$ cat src/rtl/multi_rate_tick_gen.sv
// ---------------------------------------------------------------------------
// multi_rate_tick_gen
//
// A bank of NUM_CH independent clock dividers running from the 50 MHz board
// clock. Each channel has its own divisor, its own output mode and its own
// enable. A new divisor/mode is written into a per-channel shadow register
// and applied without glitches at the channel's next terminal count, or on
// the next edge if the channel is stopped.
//
// Ports:
//   clk_50MHz    in   1       system clock
//   reset        in   1       asynchronous, active-high reset
//   run_en       in   NUM_CH  per-channel count enable
//   sync_restart in   1       synchronous restart of all channels
//   cfg_valid    in   1       configuration write request
//   cfg_ready    out  1       configuration write can be accepted
//   cfg_ch       in   CH_W    target channel of the write
//   cfg_div      in   CNT_W   new divisor (0 is treated as 1)
//   cfg_mode     in   1       new mode (0 = toggle, 1 = pulse)
//   cfg_pending  out  NUM_CH  shadow holds a configuration not yet applied
//   tick_out     out  NUM_CH  one-cycle pulse after each terminal count
//   clk_out      out  NUM_CH  divided output (square wave or pulse)
//
// Configuration handshake: a write is accepted on a rising clk_50MHz edge
// where cfg_valid and cfg_ready are both high. cfg_ready is combinational
// from cfg_ch and the pending flags; it is low only while the addressed
// channel still holds an unapplied shadow. Writes to a channel number at or
// above NUM_CH are always "ready" and are dropped. cfg_valid may be held
// high; each edge with cfg_ready high is a separate accept.
// ---------------------------------------------------------------------------
module multi_rate_tick_gen #(
    parameter int NUM_CH       = 4,
    parameter int CNT_W        = 27,
    parameter int DEFAULT_DIV  = 25000000,
    parameter int DEFAULT_MODE = 0,
    parameter int CH_W         = (NUM_CH > 1) ? $clog2(NUM_CH) : 1
) (
    input  logic              clk_50MHz,
    input  logic              reset,
    input  logic [NUM_CH-1:0] run_en,
    input  logic              sync_restart,
    input  logic              cfg_valid,
    output logic              cfg_ready,
    input  logic [CH_W-1:0]   cfg_ch,
    input  logic [CNT_W-1:0]  cfg_div,
    input  logic              cfg_mode,
    output logic [NUM_CH-1:0] cfg_pending,
    output logic [NUM_CH-1:0] tick_out,
    output logic [NUM_CH-1:0] clk_out
);

    localparam logic [CNT_W-1:0] DIV_RST  = CNT_W'(DEFAULT_DIV);
    localparam logic             MODE_RST = (DEFAULT_MODE != 0);

    // A zero divisor would never reach terminal count; treat it as 1.
    logic [CNT_W-1:0] cfg_div_clamped;
    assign cfg_div_clamped = (cfg_div == '0) ? CNT_W'(1) : cfg_div;

    // Out-of-range channel numbers match no channel and stay ready.
    always_comb begin
        cfg_ready = 1'b1;
        for (int i = 0; i < NUM_CH; i++) begin
            if (cfg_ch == CH_W'(i)) begin
                cfg_ready = ~cfg_pending[i];
            end
        end
    end

    for (genvar g = 0; g < NUM_CH; g++) begin : g_ch
        logic [CNT_W-1:0] cnt;
        logic [CNT_W-1:0] div;
        logic             mode;
        logic [CNT_W-1:0] sh_div;
        logic             sh_mode;
        logic             pend;
        logic             tick;
        logic             clk_q;

        logic accept;
        logic tc;
        logic apply_now;
        logic next_mode;
        logic mode_chg;

        assign accept    = cfg_valid & ~pend & (cfg_ch == CH_W'(g));
        assign tc        = run_en[g] & (cnt == div - CNT_W'(1));
        // Outside a restart a shadow goes live either at the wrap edge of a
        // running channel or on the first edge of a stopped one. accept is
        // gated by ~pend, so accept and apply never coincide.
        assign apply_now = pend & (~run_en[g] | tc);
        assign next_mode = apply_now ? sh_mode : mode;
        assign mode_chg  = apply_now & (sh_mode != mode);

        always_ff @(posedge clk_50MHz or posedge reset) begin
            if (reset) begin
                cnt     <= '0;
                div     <= DIV_RST;
                mode    <= MODE_RST;
                sh_div  <= DIV_RST;
                sh_mode <= MODE_RST;
                pend    <= 1'b0;
                tick    <= 1'b0;
                clk_q   <= 1'b0;
            end else if (sync_restart) begin
                cnt   <= '0;
                tick  <= 1'b0;
                clk_q <= 1'b0;
                pend  <= 1'b0;
                // A write in the restart cycle bypasses the shadow.
                if (accept) begin
                    div  <= cfg_div_clamped;
                    mode <= cfg_mode;
                end else if (pend) begin
                    div  <= sh_div;
                    mode <= sh_mode;
                end
            end else begin
                if (accept) begin
                    sh_div  <= cfg_div_clamped;
                    sh_mode <= cfg_mode;
                    pend    <= 1'b1;
                end else if (apply_now) begin
                    div  <= sh_div;
                    mode <= sh_mode;
                    pend <= 1'b0;
                end

                if (!run_en[g]) begin
                    cnt  <= '0;
                    tick <= 1'b0;
                    // Toggle output freezes while stopped unless the mode
                    // is being switched; pulse output follows tick (0).
                    if (next_mode || mode_chg) begin
                        clk_q <= 1'b0;
                    end
                end else if (tc) begin
                    cnt  <= '0;
                    tick <= 1'b1;
                    if (next_mode) begin
                        clk_q <= 1'b1;
                    end else if (mode_chg) begin
                        clk_q <= 1'b0;
                    end else begin
                        clk_q <= ~clk_q;
                    end
                end else begin
                    cnt  <= cnt + CNT_W'(1);
                    tick <= 1'b0;
                    if (next_mode) begin
                        clk_q <= 1'b0;
                    end
                end
            end
        end

        assign cfg_pending[g] = pend;
        assign tick_out[g]    = tick;
        assign clk_out[g]     = clk_q;
    end

endmodule

$ cat config.mk
export PLATFORM = sky130hd
export DESIGN_NAME = multi_rate_tick_gen
export DESIGN_NICKNAME = d
export VERILOG_FILES = /design/src/rtl/multi_rate_tick_gen.sv
export SDC_FILE = /design/constraint.sdc
export NUM_CORES = 1
export LEC_CHECK = 0
export CAP_MARGIN = 20
export CORE_UTILIZATION = 26
export DETAILED_ROUTE_END_ITERATION = 10
export GPL_TIMING_DRIVEN = 0
export PLACE_DENSITY = 0.42
export SETUP_SLACK_MARGIN = 0.15
export SYNTH_ARGS = -nofsm -noshare
export SYNTH_HDL_FRONTEND = slang
export SYNTH_SLANG_ARGS = --single-unit
$ cat constraint.sdc
create_clock -name clk_50MHz -period 12.4 [get_ports clk_50MHz]
set_clock_uncertainty 0.2 [all_clocks]
set_input_delay 2.48 -clock clk_50MHz [delete_from_list [all_inputs] [get_ports clk_50MHz]]
set_output_delay 2.48 -clock clk_50MHz [all_outputs]
set_load 0.05 [all_outputs]
=== Word-level counts from Yosys, hierarchy flattened ===
Index checks and enable logic that the tools add are counted.

* Word-level logic and storage cells: 243
* Flip-flop bits (word level): 344
* Output and inout bits: 13
* Bits of input ports: 38

* Mux-type cells: 109
* Bitwise gates (word level): 37
* Equality and inequality tests: 23
* Reductions and logical operators: 34
* $add $sub $neg: 8

{| class="wikitable"
|+ Operators by type and width
! cell !! number
|-
| $mux 27 || 33
|-
| $add 27x1->27 const B || 4
|-
| $eq 27x27->1 || 4
|-
| $sub 27x1->27 const B || 4
|-
| $mux 1 || 76
|-
| $logic_not 27->1 || 1
|-
| $reduce_and 2->1 || 12
|-
| $reduce_bool 3->1 || 8
|-
| $and 1x1->1 || 20
|-
| $ne 4x1->1 const B || 4
|-
| $not 1->1 || 13
|-
| $ne 3x1->1 const B || 4
|-
| $reduce_and 3->1 || 4
|-
| $ne 2x2->1 const B || 4
|-
| $reduce_bool 2->1 || 4
|-
| $eq 2x2->1 const B || 2
|-
| $logic_or 1x1->1 || 4
|-
| $ne 1x1->1 || 4
|-
| $or 1x1->1 || 4
|-
| $eq 2x1->1 const B || 1
|-
| $logic_not 2->1 || 1
|}

=== Logic depth before layout (Yosys ltp) ===
* Depth in word-level cells: 11
* Gate-level depth with buffers: 15

=== Least setup slack after synthesis ===
No wires, ideal clock.

* Path type: input to output
* From: in cfg_ch[0]
* To: out cfg_ready
* Arrival: 3105 ps
* Stages: 2
* Setup slack: 6615 ps
* Buffers on the path: 0
* Path through: o211ai_1 o31a_1

* Cells in the longest elaborated chain, start to end: 5
* Elaborated cells between the ends (all ways): 8
* Classes of those cells: 3 x eq/ne; 4 x mux; 1 x reduce/logical

{| class="wikitable"
|+ RTL lines
! element !! RTL line !! source
|-
| from (decl) || 44 || <nowiki>input logic [CH_W-1:0] cfg_ch,</nowiki>
|-
| $logic_not 2->1 || 63 || <nowiki>if (cfg_ch == CH_W'(i)) begin</nowiki>
|-
| $mux 1 (3 in a row) || 63 ||
|-
| $mux 1 * || 63 ||
|-
| to (decl) || 43 || <nowiki>output logic cfg_ready,</nowiki>
|}

Every way passes the cells marked *; elsewhere a longest branch is shown, timed or not.

=== Worst setup path in the final report ===
Ends and elaborated chain as after synthesis.

==> metrics.cfg <==
[status]
status=finished with violations
violations=DRC

[route]
vias=14900
viasPerCell=5.02
drtPass1Iterations=8
drc=2
wl_per_cell_um=19.1
totalWireLength_um=56700
postRouteAntennaNets=0
drt_iter0_markers=808

[layout]
finalNetCount=2017
final_common_cell=dfrtp_1
drive_above_1_share=0.179
syn_to_final_growth_pct=15.1
final_cell_count_no_fill=2964
antenna_cells=0
multi_input_area_um2=9790
nFillCells=7586
regArea_um2=8730
final_cell_mix=dfrtp_1, nor2_1, xnor2_1

[sta]
fmax_mhz=137
fin_crit_ns=7.28
min_period_over_period=0.587
setup_ws_ns=5.12
hold_ws_ns=0.307
tns_ns=0
hold_violations=0
rsz0062_at_grt=false
report.final.slew_viol_count=0
worstMarginPinSlew_ns=0.952
relSlewSlack=0.364
setup_violations=0

[cts]
cts_resized=0
cts-root-buf=clkbuf_16
clkSinkCount=344
path_clk_slew_ns=0.06
cts_tree=done
ctsHtreeMaxLevel=2
cts_hold_buffers=0
post_cts_buffers=0
clock_path_buffers=3
cts_made_buffers=42
clkLatencyLatePin_ns=0.59

[yosys]
synth.avg_cell_area_um2=10.1
ys_types=88
synth-edff-count=0
ys_seq_area_frac=0.453
synth_top_flop_cell=dfrtp_1
synth_async_sr_flop_share=1.00
syn_inst=1902
yosys_warnings=0
syn_nets=1948
synth-seq-cells=344
post_synth_instance_area_um2=19300

[die]
die_area_um2=75200
row_count=99
start_util=0.264
ios=51
die_height_um=274
core_area_um2=73100
dieWidth_um=274

[critical_path]
criticalPathCategory=primary input to output port
cp-end-kind=output port
required_ns=9.72
crit_path_end=cfg_ready
r2r_slack_ns=7.64
start_kind=primary input
reg2reg_depth=12
r2r-end=g_ch[0].div[15]
worstPathMaxFanout=8
critPathArrivalTime_ns=4.60
worstSetupStartpoint=cfg_ch[0]
reg2reg_from=g_ch[0].div[10]

[power]
pwr-share-seq=0.447
switching_share=0.302
p_per_area_nw_per_um2=161
internal_power_mw=2.49
power_mw=3.57
combPwrFrac=0.201
p_switching_mw=1.08
p_leak_nw=8.23
clockPowerShare=0.352
vdd_drop_max_v=0.0000895

[job]
maxCapViolCount=0

[placed_design]
dp.cells=2886
gp_congestion=0.843
place_ws_ns=5.14
port_buffers=23
dp_hpwl_um=41200

[global_routing]
grt_pass1_wl_um=89400
grt_usage=0.153
grt_antenna_before_repair=2
grt_max_degree=123
grt-ovfl-total=0
grt_pass1_vias=15000

[worst_hold_path]
min_path_type=flop to flop

[through the flow]
stage / util / area [um^2]
floorplan: - / 19300
global placement: 0.283 / 20700
detailed placement: 0.284 / 20800
CTS: 0.303 / 22200
global route: 0.303 / 22200
finish: 0.303 / 22200
[cells in the mapped netlist, drive strengths merged, types with 5 or more instances]
cell type | n | area [um^2]
o31ai | 8 | 73.8
buf | 53 | 278
a211o | 5 | 43.8
nor3 | 50 | 260
a31oi | 6 | 37.5
or3 | 20 | 125
and4 | 5 | 43.8
mux2i | 7 | 70.1
clkbuf | 87 | 332
nand2b | 11 | 68.8
ha | 8 | 100
nor4b | 8 | 76.3
a21boi | 7 | 75.1
nand2 | 84 | 315
dfrtp | 248 | 6210
o211ai | 15 | 113
xor2 | 104 | 911
and3 | 38 | 238
nor3b | 8 | 60.1
nor2 | 191 | 717
mux2 | 117 | 1320
a22oi | 6 | 45.0
a2bb2oi | 104 | 1040
dfstp | 96 | 2520
xnor2 | 127 | 1110
o22ai | 109 | 682
o21ai | 30 | 150
a211oi | 6 | 45.0
a21oi | 20 | 100
or2 | 8 | 50.1
nor2b | 17 | 106
nor4 | 45 | 303
or4 | 17 | 135
inv | 34 | 128
nand3 | 82 | 410
and2 | 13 | 81.3
nand3b | 6 | 45.0
nand4 | 29 | 181
[final cells by class]
cell class | count | area share
clock inverters | 11 | 0.00570
well taps | 959 | 0.0541
inverters | 35 | 0.00627
flip-flops and latches | 344 | 0.394
clock buffers | 67 | 0.0580
multi-input cells | 1383 | 0.442
plain buffers | 140 | 0.0275
repair buffers | 25 | 0.0129
[cells by family (layout without fill, tap and decap cells)]
| logic type | after synthesis | count (layout) | synth area share |
|---|---|---|---|
| compound gates | 372 | 372 | 0.151 |
| mux | 124 | 124 | 0.0720 |
| fa+ha+maj | 8 | 8 | 0.00520 |
| xor+xnor | 231 | 231 | 0.105 |
| simple gates | 648 | 648 | 0.175 |
| flops | 344 | 344 | 0.453 |
| buf+inv | 175 | 278 | 0.0385 |
[registers in the layout, indices dropped and copies added (netlist names)]
signal and flops:
g_ch.sh_div 108, g_ch.tick 4, g_ch.sh_mode 4, g_ch.pend 4
g_ch.mode 4, g_ch.cnt 108, g_ch.clk_q 4, g_ch.div 108
[power groups by stage]
stage          combinational, mW  sequential (mW)  clock (mW)
4_1_cts                    0.725             1.59        1.30
2_1_floorplan              0.580             1.53           0
6_report                   0.720             1.60        1.26
3_5_place_dp               0.723             1.61           0
5_1_grt                    0.795             1.63        1.34
3_3_place_gp               0.704             1.61           0
[worst min path at each step]
stage	start	to	slack [ns]	depth (start not counted)
2_1_floorplan	g_ch[1].sh_div[0]	g_ch[1].sh_div[0]	0.28	1
3_3_place_gp	g_ch[3].sh_div[1]	g_ch[3].sh_div[1]	0.29	1
3_5_place_dp	g_ch[3].sh_div[7]	g_ch[3].sh_div[7]	0.30	1
4_1_cts	g_ch[2].sh_div[15]	g_ch[2].sh_div[15]	0.31	1
5_1_grt	g_ch[1].sh_div[10]	g_ch[1].sh_div[10]	0.32	1
6_report	g_ch[2].sh_div[26]	g_ch[2].sh_div[26]	0.31	1
[worst max-delay path, cell delays in order]
cell	delay, ns
clkdlybuf4s50_1	0.68
nand2_1	0.13
o211ai_1	0.15
o31a_1	0.28
clkdlybuf4s50_1	0.86
[per-layer routing]
layer / part of all wire / vias up / GRT usage
met1: 0.49 / 7390 / 0.217
met4: 0.037 / 2 / 0.0589
met3: 0.034 / 97 / 0.0212
met2: 0.44 / 290 / 0.234
li1: - / 7100 / -
met5: 0.00023 / - / 0
(Power assumes the default switching activity.)
